$ cat config.mk
export PLATFORM = sky130hd
export DESIGN_NAME = opb_register_ppc2user
export DESIGN_NICKNAME = d
export VERILOG_FILES = /design/src/rtl/opb_reg_pkg.sv /design/src/rtl/opb_slave_ack_fsm.sv /design/src/rtl/opb_register_ppc2user.sv
export SDC_FILE = /design/constraint.sdc
export NUM_CORES = 1
export LEC_CHECK = 0
export BUFFER_PORTS_ARGS = -buffer_cell sky130_fd_sc_hd__buf_2
export CORE_MARGIN = 2
export CORE_UTILIZATION = 46
export CTS_CLUSTER_SIZE = 12
export DETAILED_ROUTE_END_ITERATION = 7
export PLACE_DENSITY = 0.76
export SLEW_MARGIN = 5
export SYNTH_ARGS = -nofsm -noshare
export SYNTH_HDL_FRONTEND = slang
export SYNTH_HIERARCHICAL = 1
export SYNTH_SLANG_ARGS = --single-unit
export TNS_END_PERCENT = 10
$ cat constraint.sdc
create_clock -name OPB_Clk -period 1.9 [get_ports OPB_Clk]
set_input_delay 0.095 -clock OPB_Clk [delete_from_list [all_inputs] [get_ports OPB_Clk]]
set_output_delay 0.095 -clock OPB_Clk [all_outputs]
set_load 0.05 [all_outputs]
$ cat src/rtl/opb_reg_pkg.sv
// Shared types and helpers for OPB software-register blocks.
package opb_reg_pkg;

    typedef enum logic [1:0] {
        IDLE = 2'd0,
        ACK  = 2'd1,
        WAIT = 2'd2
    } ack_state_e;

    localparam logic REG_DATA  = 1'b0;
    localparam logic REG_WRCNT = 1'b1;

    // be[3] is OPB_BE[0], which covers the most significant byte of the word.
    function automatic logic [31:0] be_merge(input logic [31:0] cur,
                                             input logic [31:0] wdata,
                                             input logic [3:0]  be);
        logic [31:0] r;
        r = cur;
        for (int i = 0; i < 4; i++)
            if (be[i]) r[8*i +: 8] = wdata[8*i +: 8];
        return r;
    endfunction

endpackage

$ cat src/rtl/opb_slave_ack_fsm.sv
// Single-beat OPB slave handshake: one accept pulse and one xferAck per select,
// held off until the master drops select.
module opb_slave_ack_fsm
    import opb_reg_pkg::*;
(
    input  logic gclk,
    input  logic grst_n,
    input  logic select,
    input  logic hit,
    output logic accept,
    output logic xfer_ack
);

    ack_state_e state_q, state_d;

    always_ff @(posedge gclk or negedge grst_n) begin
        if (!grst_n) state_q <= IDLE;
        else         state_q <= state_d;
    end

    always_comb begin
        state_d = state_q;
        accept  = 1'b0;
        case (state_q)
            IDLE: if (select && hit) begin
                accept  = 1'b1;
                state_d = ACK;
            end
            ACK:  state_d = WAIT;
            // Master may keep select up after ack; do not re-acknowledge it.
            WAIT: if (!select) state_d = IDLE;
            default: state_d = IDLE;
        endcase
    end

    assign xfer_ack = (state_q == ACK);

endmodule

$ cat src/rtl/opb_register_ppc2user.sv
// PPC-writable OPB register driven into user logic, with readback and update strobe.
// Optional OPB_REG_WRCNT_EN: read-only write counter at word offset 1.
module opb_register_ppc2user
    import opb_reg_pkg::*;
#(
    parameter logic [31:0] C_BASEADDR   = 32'h01008500,
    parameter logic [31:0] C_HIGHADDR   = 32'h010085FF,
    parameter int          C_OPB_AWIDTH = 32,
    parameter int          C_OPB_DWIDTH = 32,
    parameter logic [31:0] C_INIT_VALUE = 32'h00000000
) (
    input  logic                    OPB_Clk,
    input  logic                    OPB_Rst_n,
    input  logic [0:C_OPB_AWIDTH-1] OPB_ABus,
    input  logic [0:3]              OPB_BE,
    input  logic [0:C_OPB_DWIDTH-1] OPB_DBus,
    input  logic                    OPB_RNW,
    input  logic                    OPB_select,
    input  logic                    OPB_seqAddr,
    output logic [0:C_OPB_DWIDTH-1] Sl_DBus,
    output logic                    Sl_xferAck,
    output logic                    Sl_errAck,
    output logic                    Sl_retry,
    output logic                    Sl_toutSup,
    output logic [31:0]             user_data_out,
    output logic                    user_data_valid
);

    // Declared MSB-first, so OPB bit 0 lands on user bit 31.
    logic [31:0] addr, wdata;
    logic [3:0]  be;
    logic        hit, offset, accept, xfer_ack;
    logic        wr_data, wr_upd;
    logic [31:0] data_q, rd_word, rd_q;
    logic        valid_q;
    logic        unused_seq;

    assign addr       = OPB_ABus;
    assign wdata      = OPB_DBus;
    assign be         = OPB_BE;
    assign unused_seq = OPB_seqAddr;

    assign hit    = (addr >= C_BASEADDR) && (addr <= C_HIGHADDR);
    assign offset = OPB_ABus[29];

    opb_slave_ack_fsm u_ack (
        .gclk     (OPB_Clk),
        .grst_n   (OPB_Rst_n),
        .select   (OPB_select),
        .hit      (hit),
        .accept   (accept),
        .xfer_ack (xfer_ack)
    );

`ifdef OPB_REG_WRCNT_EN
    logic [31:0] wrcnt_q;

    assign wr_data = accept && !OPB_RNW && (offset == REG_DATA);
    assign rd_word = (offset == REG_WRCNT) ? wrcnt_q : data_q;

    always_ff @(posedge OPB_Clk or negedge OPB_Rst_n) begin
        if (!OPB_Rst_n)  wrcnt_q <= '0;
        else if (wr_upd) wrcnt_q <= wrcnt_q + 32'd1;
    end
`else
    // Without the counter, offset 1 is an alias of the data register.
    assign wr_data = accept && !OPB_RNW;
    assign rd_word = data_q;
`endif

    assign wr_upd = wr_data && (|be);

    always_ff @(posedge OPB_Clk or negedge OPB_Rst_n) begin
        if (!OPB_Rst_n) begin
            data_q  <= C_INIT_VALUE;
            valid_q <= 1'b0;
            rd_q    <= '0;
        end else begin
            if (wr_upd) data_q <= be_merge(data_q, wdata, be);
            valid_q <= wr_upd;
            rd_q    <= (accept && OPB_RNW) ? rd_word : '0;
        end
    end

    // Wired-OR bus: drive zero outside the acknowledge cycle.
    assign Sl_DBus         = xfer_ack ? rd_q : '0;
    assign Sl_xferAck      = xfer_ack;
    assign Sl_errAck       = 1'b0;
    assign Sl_retry        = 1'b0;
    assign Sl_toutSup      = 1'b0;
    assign user_data_out   = data_q;
    assign user_data_valid = valid_q;

endmodule

---- Word-level counts from Yosys, hierarchy flattened ----
Cells that the tools add are included.
operators by class
  div/mod/pow operators ................... 0
  add/sub/neg operators ................... 0
  reduce and logical (&&, ||, !) cells .... 13
  shift operators ......................... 0
  mux-type cells .......................... 7
  $mul .................................... 0
  bitwise operators ....................... 0
  equality and inequality tests ........... 4
  magnitude comparators ................... 2
operators by type and width
  cell                  number
  $mux 32               2
  $ge 32x25->1 const B  1
  $le 32x25->1 const B  1
  $reduce_and 2->1      5
  $pmux 2 s3            1
  $logic_and 1x1->1     5
  $mux 2                2
  $reduce_or 4->1       1
  $eq 2x1->1 const B    1
  $eq 2x2->1 const B    1
  $logic_not 2->1       1
  $mux 1                2
  $ne 2x1->1 const B    1
  $ne 2x2->1 const B    1
  $logic_not 1->1       1
word-level totals
  ROM bits ................................ 0
  RAM bits ................................ 0
  bits in latches ......................... 0
  logic and storage cells ................. 33
  memories kept ........................... 0
  input port bits ......................... 73
  output and inout port bits .............. 69
  bits in registers ....................... 67

---- Longest topological paths before layout ----
Gate-level depths: netlist of the first run.
  depth after elaboration ................. 8
  depth in mapped cells ................... 8
  depth with buffers taken out ............ 7

---- Modules after synthesis ----
The synthesis of the first run kept the hierarchy.
by module, submodules not included
  module                 cells an instance  sequential area each (µm²)  area each (µm²)  times used
  opb_register_ppc2user  191                1,626.6                     2,760.1          1
  opb_slave_ack_fsm      7                  50.0                        97.6             1

---- Worst setup path after synthesis of the first run ----
No wires, ideal clock.
  path kind ............................... reg-to-output
  from .................................... reg u_ack.state_q[1]
  to ...................................... out Sl_DBus[0] (netlist name)
  required time ........................... 1,805 ps
  stages on the path, launching flop included .. 4
  setup slack ............................. 181 ps
  data arrival time ....................... 1,624 ps
  path buffers ............................ 1
  cell sequence ........................... dfrtp_1 -> nor2b_2 -> clkbuf_1 -> and2_1
between the ends
  cells in the longest elaborated chain, start to end .. 2
RTL lines
  item                    line                         RTL
  from (decl)             opb_slave_ack_fsm.sv:14      ack_state_e state_q, state_d;
  from (signal assigned)  opb_slave_ack_fsm.sv:18      else state_q <= state_d;
  $eq 2x1->1              opb_slave_ack_fsm.sv:36      assign xfer_ack = (state_q == ACK);
  named net Sl_xferAck    opb_register_ppc2user.sv:21  output logic Sl_xferAck,
  $mux 32                 opb_register_ppc2user.sv:86  assign Sl_DBus = xfer_ack ? rd_q : '0;
  to (decl)               opb_register_ppc2user.sv:20  output logic [0:C_OPB_DWIDTH-1] Sl_DBus,
The timed path passes the listed nets, and every way through them passes these cells.

---- Final worst setup path of the first run ----
  from .................................... in OPB_ABus[4] (netlist name)
  to ...................................... reg data_q[30], in the netlist user_data_out[30]
between the ends
  cells in the longest elaborated chain, start to end .. 8
  elaborated cells between the ends (all ways) .. 9
  classes of those cells .................. 2 x order compare; 2 x mux; 5 x reduce/logical
RTL lines
  item                                          line                         RTL
  from (decl)                                   opb_register_ppc2user.sv:14  input logic [0:C_OPB_AWIDTH-1] OPB_ABus,
  $ge 32x25->1 or $le 32x25->1 (tied branches)  opb_register_ppc2user.sv:43  assign hit = (addr >= C_BASEADDR) && (addr <= C_HIGHADDR);
  $logic_and 1x1->1 (*)                         opb_register_ppc2user.sv:43
  named net hit                                 opb_register_ppc2user.sv:32  logic hit, offset, accept, xfer_ack;
  $logic_and 1x1->1 (*)                         opb_slave_ack_fsm.sv:25      IDLE: if (select && hit) begin
  $mux 1 (*)                                    opb_slave_ack_fsm.sv:25
  $mux 1 (*)                                    opb_slave_ack_fsm.sv:24      case (state_q)
  named net accept                              opb_register_ppc2user.sv:32
  $logic_and 1x1->1 (*)                         opb_register_ppc2user.sv:67  assign wr_data = accept && !OPB_RNW;
  $logic_and 1x1->1 (*)                         opb_register_ppc2user.sv:71  assign wr_upd = wr_data && (|be);
  $reduce_and 2->1 (no source line) (*)         --
  to (signal assigned)                          opb_register_ppc2user.sv:79  if (wr_upd) data_q <= be_merge(data_q, wdata, be);
  to (decl)                                     opb_register_ppc2user.sv:34  logic [31:0] data_q, rd_word, rd_q;
The timed path passes the listed nets; every way through them passes the cells marked *.
A chain may end at the register's enable or synchronous reset.

==> flow_summary.yaml, run 1 <==
cts:
  post-cts-setup-buffer-count: 0
  cts_tree: "done"
  clock-sinks: 67
  path_clk_slew_ns: 0.07
  clk_latency_ns: 0.32
  clockRootBuffer: "clkbuf_8"
  cts_buffers: 9
  h-tree-depth: 3
  cts_buffer_depth: 2
critical_path:
  endpoint_kind: "flop"
  path_cells: "buf_2 -> nor4b_1 -> nand4_1 -> nor2_1 -> and4bb_2 -> nor2b_4 -> buf_12 -> nand2_8 -> mux2_4"
  slowest_stage: "nor4b_1"
  startpoint_type: "input pin"
  cp.arrival_ns: 1.86
  cp_top_family: "simple AND/OR/NAND/NOR gates"
  crit_path_max_fanout: 8
  crit_path_max_incr_delay_ns: 0.37
  critPathBufInv: 2
  path_class: "input pin to flop"
  crit_required_ns: 2.11
flow_run:
  maxCapViolations: 0
final_layout:
  fillers: 457
  drive_gt1_share_pct: 52.0
  final_common_cell: "buf_2"
  final_cell_mix: "buf_2, dfrtp_1, and2_1, mux2_4, dlygate4sd3_1"
  final-seq-area_mm2: 0.00168
  multi_input_area_mm2: 0.00111
  final_nets: 438
  antenna_cells: 0
  area_growth_pct: 42.6
sta:
  fmax_mhz: 606
  layout_setup_ws_ns: 0.249
  skew_ns: 0.00542
  finalCriticalPeriod_ns: 1.65
  fin_crit_sh_pct: 86.9
  final-setup-viol-count: 0
  grt_setup_unrepaired: "false"
  hold_violations: 0
  drv_slew: 0
routing:
  drt-initial-drc-count: 72
  via_per_inst: 4.84
  drc: 0
  avgRoutedWirePerCell_um: 14.9
  num_vias: 2148
  postRouteAntennaNets: 0
  dr.pass1.iters: 3
  routed_wl_mm: 6.61
global_routing:
  grt_max_degree: 68
  grt_pass1_vias: 2217
  grt.overflow.total: 0
  grt_pass1_wl_mm: 10.7
  grt.total_usage_pct: 19.9
  antenna_found_initial: 0
floorplanning:
  coreArea_mm2: 0.00596
  initial_core_util_pct: 48.0
  rows: 28
  io_pins: 142
  die_x_um: 82.8
  die_y_um: 82.8
  die_area_mm2: 0.00686
outcome:
  status: "finished, final reports clean"
worst_hold_path:
  hold_class: "input pin to flop"
yosys:
  synth_area_mm2: 0.00286
  yosysWarnings: 6
  synth_seq_area_share_pct: 58.7
  synth_cell_types: 24
  synth_edf_count: 0
  yosys_most_used_dff: "dfrtp_1"
  avgSynthCellArea_um2: 14.4
  ys_seq_elements: 67
  synth_cells: 198
  synthArstFlopShare_pct: 100
placement:
  io_buffers: 129
  place_hpwl_mm: 4.41
  pre_cts_ws_ns: -0.136
  gp_congestion: 0.771
power_and_ir_drop:
  powerDensity_mw_per_mm2: 636
  leakage_nw: 2.45
  totalPowerFinal_w: 0.00259
  peakVddDrop_mv: 0.576
## synth_stat cells, types with 2 or more instances
| library cell | instances | area [um2] |
|---|---|---|
| clkbuf_1 | 9 | 33.8 |
| and2_1 | 32 | 200 |
| and4bb_2 | 2 | 25.0 |
| and3_2 | 2 | 15.0 |
| and3_1 | 30 | 188 |
| nand2_8 | 4 | 80.1 |
| nor4b_1 | 2 | 17.5 |
| nor4_1 | 2 | 12.5 |
| buf_4 | 3 | 22.5 |
| dfrtp_1 | 67 | 1680 |
| mux2_4 | 32 | 480 |
## layer usage
metal	share of wire, %	wire, um	GRT usage (%)
met4	1.8	116	8.49
met3	6.3	418	4.57
met5	0	0	0
met2	53	3510	35.6
met1	39	2560	22.7
## final timing paths
check | startpoint | end | slack [ns] | depth (start not counted)
max | OPB_ABus[4] | user_data_out[30] | 0.25 | 9
min | OPB_DBus[16] | user_data_out[15] | 0.01 | 2
max reg2reg | u_ack/state_q[1] | user_data_out[30] | 0.30 | 5
min reg2reg | user_data_out[16] | user_data_out[16] | 0.53 | 1
max in group asynchronous | OPB_Rst_n | rd_q[17] | 1.31 | 3
min in group asynchronous | OPB_Rst_n | user_data_out[9] | 0.33 | 3
## flip-flops by register name (all words and copies together), names as in the netlist
signal and count:
rd_q 32, user_data_out 32, u_ack/state_q 2, user_data_valid 1
## through the flow
step / cell area [um2] / TNS, ns / std cells / hold slack (ns) / utilization [%]
after CTS: 4060 / 0 / 442 / 0.00397 / 68.1
after detailed placement: 3610 / -3.72 / 398 / 0.146 / 60.5
final: 4080 / 0 / 444 / 0.0144 / 68.4
after floorplan: 2870 / 0 / 200 / -0.201 / -
after global placement: 3610 / -2.42 / 398 / 0.133 / 60.5
after global routing: 4080 / 0 / 444 / 0.00938 / 68.4
## power breakdown
part | switching [W] | internal (W) | total, W
registers | 0.000000000412 | 0.00143 | 0.00143
clock network | 0.000488 | 0.000496 | 0.000984
logic | 0.0000847 | 0.0000982 | 0.000183
## worst reg2reg max path: cells and delay by family, from the launching register on
| kind | cells | cell delay (ns) |
|---|---|---|
| and+or+nand+nor | 3 | 0.62 |
| DFF | 1 | 0.40 |
| muxes | 1 | 0.32 |
| buffers and inverters | 1 | 0.15 |
## final cells by class
class / instances / area share [%]
clock buffers: 12 / 3.56
clock inverters: 3 / 0.368
multi-input cells: 120 / 27.3
flip-flops and latches: 67 / 41.1
well taps: 75 / 2.30
repair buffers: 167 / 25.4
## cells by family (layout without fill, tap and decap cells)
group	after synthesis	count (layout)	share of synthesized area [%]
buf+inv	13	182	2.67
compound gates	1	1	0.438
flops	67	67	58.7
mux	32	32	16.8
other cells	1	3	0.131
simple gates	84	84	21.3
## timing repair
| item | CTS | global route |
|---|---|---|
| endpoints found under the hold margin | 95 | 2 |
| hold buffers | 29 | 2 |
| resized for setup | 0 | 0 |
Note: power is estimated with default switching activity, not from simulation.
==> run 2, diff against run 1 <==
--- a/config.mk
+++ b/config.mk
@@ -7,13 +7,12 @@
 export LEC_CHECK = 0
 export BUFFER_PORTS_ARGS = -buffer_cell sky130_fd_sc_hd__buf_2
 export CORE_MARGIN = 2
-export CORE_UTILIZATION = 46
+export CORE_UTILIZATION = 45
 export CTS_CLUSTER_SIZE = 12
 export DETAILED_ROUTE_END_ITERATION = 7
-export PLACE_DENSITY = 0.76
+export PLACE_DENSITY = 0.75
 export SLEW_MARGIN = 5
 export SYNTH_ARGS = -nofsm -noshare
 export SYNTH_HDL_FRONTEND = slang
-export SYNTH_HIERARCHICAL = 1
 export SYNTH_SLANG_ARGS = --single-unit
 export TNS_END_PERCENT = 10
==> flow_summary.yaml, run 2 <==
critical_path:
  slowest_stage: "or4b_4"
  critPathBufInv: 2
  endpoint_kind: "flop"
  crit_path_max_fanout: 8
  cp.arrival_ns: 2.43
  crit_path_max_incr_delay_ns: 0.53
  cp_top_family: "simple AND/OR/NAND/NOR gates"
  critPathLaunch: "u_ack.state_q[0]"
  crit_required_ns: 2.11
  path_cells: "or4b_4 -> a211o_1 -> buf_12 -> a2111oi_4 -> buf_6 -> mux2_2"
  path_class: "flop to flop"
  reg2reg_from: "u_ack.state_q[0]"
  startpoint_type: "flop"
yosys:
  synth_seq_area_share_pct: 59.7
  ys_seq_elements: 67
  yosysWarnings: 0
  avgSynthCellArea_um2: 13.6
  synthTopCellsByCount: "dfrtp_1, and2_1, mux2_2"
  synth_edf_count: 0
  yosys_most_used_dff: "dfrtp_1"
  yosysMostFrequentCell: "dfrtp_1"
  synthArstFlopShare_pct: 100
  synth_area_mm2: 0.00281
  synthTopCellsByArea: "dfrtp_1, and2_1, mux2_2, a2111oi_4, clkbuf_1"
  yosysTopAreaCellShare_pct: 59.7
  synth_cells: 207
  synth_cell_types: 26
  yosysTopAreaCell: "dfrtp_1"
cts:
  cts_buffers: 9
  cts_buffer_depth: 2
  h-tree-depth: 3
  cts_tree: "done"
  clock-sinks: 67
  clockRootBuffer: "clkbuf_8"
  path_clk_slew_ns: 0.07
  clk_latency_ns: 0.33
sta:
  drv_slew: 0
  fmax_mhz: 451
  grt_setup_unrepaired: "true"
  finalCriticalPeriod_ns: 2.22
  hold_violations: 0
  holdWs_ns: 0.0137
  layout_setup_ws_ns: -0.317
  skew_ns: 0.00625
  fin_crit_sh_pct: 117
  final-setup-viol-count: 64
final_layout:
  postLayoutCellArea_mm2: 0.00427
  fillers: 440
  antenna_cells: 0
  final_common_cell: "buf_2"
  area_growth_pct: 51.9
  final_cell_mix: "buf_2, dfrtp_1, and2_1, dlygate4sd3_1, mux2_4"
  drive_gt1_share_pct: 52.4
  final_nets: 466
routing:
  drt-initial-drc-count: 48
  drc: 0
  num_vias: 2227
  dr.pass1.iters: 4
  postRouteAntennaNets: 0
  routed_wl_mm: 6.80
  via_per_inst: 4.72
  avgRoutedWirePerCell_um: 14.4
worst_hold_path:
  hold_class: "input pin to flop"
  min_from: "OPB_DBus[15]"
power_and_ir_drop:
  switchingPower_w: 0.000578
  totalPowerFinal_w: 0.00268
  clockPowerShare_pct: 39.6
  p_seq_share_pct: 53.2
  leakage_nw: 2.34
  powerDensity_mw_per_mm2: 628
  p_comb_share_pct: 7.1
  swShare_pct: 21.6
  p_int_w: 0.00210
  peakVddDrop_mv: 0.518
placement:
  place_hpwl_mm: 4.63
  io_buffers: 137
  place_area_mm2: 0.00368
  gp_congestion: 0.726
flow_run:
  maxCapViolations: 0
floorplanning:
  die_y_um: 83.0
  coreArea_mm2: 0.00599
  rows: 28
  initial_core_util_pct: 46.9
  die_x_um: 83.0
  io_pins: 142
  die_area_mm2: 0.00689
global_routing:
  antenna_found_initial: 0
  grt.overflow.total: 0
  grt_pass1_wl_mm: 11.1
  grt_max_degree: 68
  grt_pass1_vias: 2355
  grt.total_usage_pct: 20.5
outcome:
  status: "finished with violations"
  violations: "negative setup slack"
-- run 2: cell count changes in the layout (fill, tap and decap cells not counted), moves of 5 or more --
cell and change:
mux2_4 -15, a2111oi_4 +5, and2_1 +31, buf_6 +6, nand2_1 +5, mux2_2 +15
and3_1 -29, buf_2 +8
-- run 2: per-layer routing --
metal,up-vias,track usage [%],part of all wire [%]
met5,-,0,0
met4,0,9.24,2.1
met3,13,5.47,6.9
met2,94,34.6,51
met1,1051,24.4,41
li1,1069,-,-
-- run 2: worst reg2reg max path, stage by stage, from the launching register on --
cell and delay (ns):
dfrtp_1 0.38, or4b_4 0.53, a211o_1 0.29, buf_12 0.16, a2111oi_4 0.22, buf_6 0.20
mux2_2 0.34
-- run 2: final timing paths --
| kind | slack (ns) | to | cells past startpoint |
|---|---|---|---|
| max reg2reg | -0.32 | user_data_out[6] | 6 |
| max | -0.32 | user_data_out[6] | 6 |
| min in group asynchronous | 0.28 | user_data_out[21] | 3 |
| min | 0.01 | user_data_out[16] | 2 |
| max in group asynchronous | 1.30 | user_data_out[24] | 3 |
| min reg2reg | 0.50 | rd_q[21] | 1 |
-- run 2: logic make-up (layout without fill, tap and decap cells) --
logic type / after synthesis / count (layout) / share of synthesized area [%]
other cells: 1 / 3 / 0.134
compound gates: 8 / 8 / 5.66
buf+inv: 12 / 200 / 2.27
flops: 67 / 67 / 59.7
simple gates: 87 / 87 / 19.4
mux: 32 / 32 / 12.8
-- run 2: cell type report --
type	count	area (um2)	area share, %
Sequential cell	67	1680	39.3
Tap cell	75	93.8	2.20
Clock inverter	2	10.0	0.235
Multi-Input combinational cell	130	1150	27.0
Inverter	1	3.75	0.0880
Clock buffer	13	169	3.96
Timing Repair Buffer	184	1160	27.2
-- run 2: timing repair --
item	CTS	global route
hold endpoints to repair	96	0
gates cloned	0	0
hold buffers	30	0
endpoints found under the setup margin	65	94
resized for setup	15	11
pin swaps	11	1
setup buffers	1	0
-- run 2: power by group through the flow --
stage | combinational, W | clock (W) | sequential, W
3_3_place_gp | 0.000138 | 0 | 0.00145
3_5_place_dp | 0.000141 | 0 | 0.00145
4_1_cts | 0.000190 | 0.00109 | 0.00143
2_1_floorplan | 0.0000339 | 0 | 0.00145
6_report | 0.000191 | 0.00106 | 0.00143
5_1_grt | 0.000211 | 0.00117 | 0.00142
-- run 2: through the flow --
stage	setup WS [ns]	std cells	util, %	TNS (ns)
6_report	-0.317	472	71.2	-12.36
5_1_grt	-0.388	472	71.2	-17.96
4_1_cts	-0.312	472	70.6	-12.76
3_5_place_dp	-0.372	426	61.5	-18.77
3_3_place_gp	-0.322	426	61.5	-14.79
2_1_floorplan	-0.345	209	-	-15.11
==> run 3, diff against run 2 <==
--- a/config.mk
+++ b/config.mk
@@ -11,6 +11,7 @@
 export CTS_CLUSTER_SIZE = 12
 export DETAILED_ROUTE_END_ITERATION = 7
 export PLACE_DENSITY = 0.75
+export RECOVER_POWER = 50
 export SLEW_MARGIN = 5
 export SYNTH_ARGS = -nofsm -noshare
 export SYNTH_HDL_FRONTEND = slang
==> flow_summary.yaml, run 3 (same netlist as run 2, synthesis figures left out) <==
outcome:
  status: "finished with violations"
  violations: "negative setup slack"
sta:
  hold_violations: 0
  skew_ns: 0.00625
  worst_pin_slew_ns: 0.889
  fmax_mhz: 451
  drv_slew: 0
  finalCriticalPeriod_ns: 2.22
  final-setup-viol-count: 64
  grt_setup_unrepaired: "true"
  fin_tns_setup_ns: -12.36
  fin_crit_sh_pct: 117
  max-slew-margin-rel_pct: 40.8
  layout_setup_ws_ns: -0.317
cts:
  cts_tree: "done"
  cts_buffer_depth: 2
  clockRootBuffer: "clkbuf_8"
  path_clk_slew_ns: 0.07
  clock-sinks: 67
  clk_latency_ns: 0.33
  cts_buffers: 9
  h-tree-depth: 3
final_layout:
  antenna_cells: 0
  drive_gt1_share_pct: 52.4
  postLayoutCellArea_mm2: 0.00426
  final_common_cell: "buf_2"
  area_growth_pct: 51.5
  final_cell_mix: "buf_2, dfrtp_1, and2_1, dlygate4sd3_1, mux2_4"
  final_core_util_pct: 71.0
  fillers: 442
  final_nets: 466
placement:
  io_buffers: 137
  place_hpwl_mm: 4.63
  gp_congestion: 0.726
  place_area_mm2: 0.00368
power_and_ir_drop:
  peakVddDrop_mv: 0.518
  powerDensity_mw_per_mm2: 629
  totalPowerFinal_w: 0.00268
  leakage_nw: 2.33
critical_path:
  path_cells: "or4b_4 -> a211o_1 -> buf_12 -> a2111oi_4 -> buf_6 -> mux2_2"
  reg2reg_slack_ns: -0.32
  critPathLaunch: "u_ack.state_q[0]"
  startpoint_type: "flop"
  crit_required_ns: 2.11
  slowest_stage: "or4b_4"
  critPathCapture: "user_data_out[6]"
  crit_path_max_fanout: 8
  cp.arrival_ns: 2.43
  reg2reg_from: "u_ack.state_q[0]"
  path_class: "flop to flop"
  reg2reg_depth: 6
  endpoint_kind: "flop"
  crit_path_max_incr_delay_ns: 0.53
  reg2reg_to: "user_data_out[6]"
global_routing:
  grt_pass1_wl_mm: 11.1
  grt.overflow.total: 0
  grt_max_degree: 68
  grt.total_usage_pct: 20.5
  antenna_found_initial: 0
  grt_pass1_vias: 2355
floorplanning:
  rows: 28
  die_x_um: 83.0
  coreArea_mm2: 0.00599
  die_y_um: 83.0
  initial_core_util_pct: 46.9
  die_area_mm2: 0.00689
  io_pins: 142
routing:
  drt-initial-drc-count: 48
  avgRoutedWirePerCell_um: 14.4
  postRouteAntennaNets: 0
  dr.pass1.iters: 3
  num_vias: 2228
  via_per_inst: 4.72
  drc: 0
  routed_wl_mm: 6.79
flow_run:
  maxCapViolations: 0
worst_hold_path:
  hold_class: "input pin to flop"
-- run 3: per-layer routing --
layer | wire length [um] | track usage, % | vias up
met2 | 3440 | 34.6 | 94
li1 | - | - | 1068
met1 | 2740 | 24.4 | 1053
met3 | 466 | 5.47 | 13
met4 | 140 | 9.24 | 0
met5 | 0 | 0 | -
-- run 3: what timing repair did --
action                     CTS  global route
hold buffers                30             0
hold endpoints to repair    96             0
setup buffers                1             0
gates cloned                 0             0
setup endpoints to repair   65            94
gates resized for setup     15            11
pin swaps                   11             1
-- run 3: power breakdown --
group          total [W]  internal [W]   switching [W]
Combinational   0.000187      0.000102       0.0000848
Clock            0.00106      0.000570        0.000492
Sequential       0.00143       0.00143  0.000000000173
Total            0.00268       0.00210        0.000577
-- run 3: layout make-up --
cell class | count | area [um2] | share of cell area (%)
timing repair buffer | 184 | 1150 | 27.0
clock buffer | 13 | 169 | 3.97
clock inverter | 2 | 10.0 | 0.235
sequential | 67 | 1680 | 39.4
inverter | 1 | 3.75 | 0.0882
tap | 75 | 93.8 | 2.21
multi-input combinational | 130 | 1150 | 27.1
-- run 3: worst max-delay path, delay by kind of cell (launching register included) --
kind	cells	cell delay [ns]
compound gates	2	0.49
flops	1	0.38
simple gates	1	0.53
mux	1	0.34
buf+inv	2	0.36
-- run 3: stage by stage --
step | hold WS, ns | std cells | setup WS (ns)
CTS | 0.000244 | 472 | -0.312
detailed placement | 0.137 | 426 | -0.372
floorplan | -0.201 | 209 | -0.345
global placement | 0.137 | 426 | -0.322
finish | 0.0137 | 472 | -0.317
global route | 0.00251 | 472 | -0.388
-- run 3: worst min path at each step --
stage / start / cells past startpoint / slack [ns] / end
after global routing: OPB_DBus[26] / 2 / 0.003 / user_data_out[5]
final: OPB_DBus[15] / 2 / 0.01 / user_data_out[16]
after floorplan: OPB_Rst_n / 0 / -0.20 / rd_q[0]
after global placement: OPB_Rst_n / 2 / 0.14 / user_data_out[21]
after detailed placement: OPB_Rst_n / 2 / 0.14 / user_data_out[21]
after CTS: OPB_DBus[26] / 2 / 0.0002 / user_data_out[5]
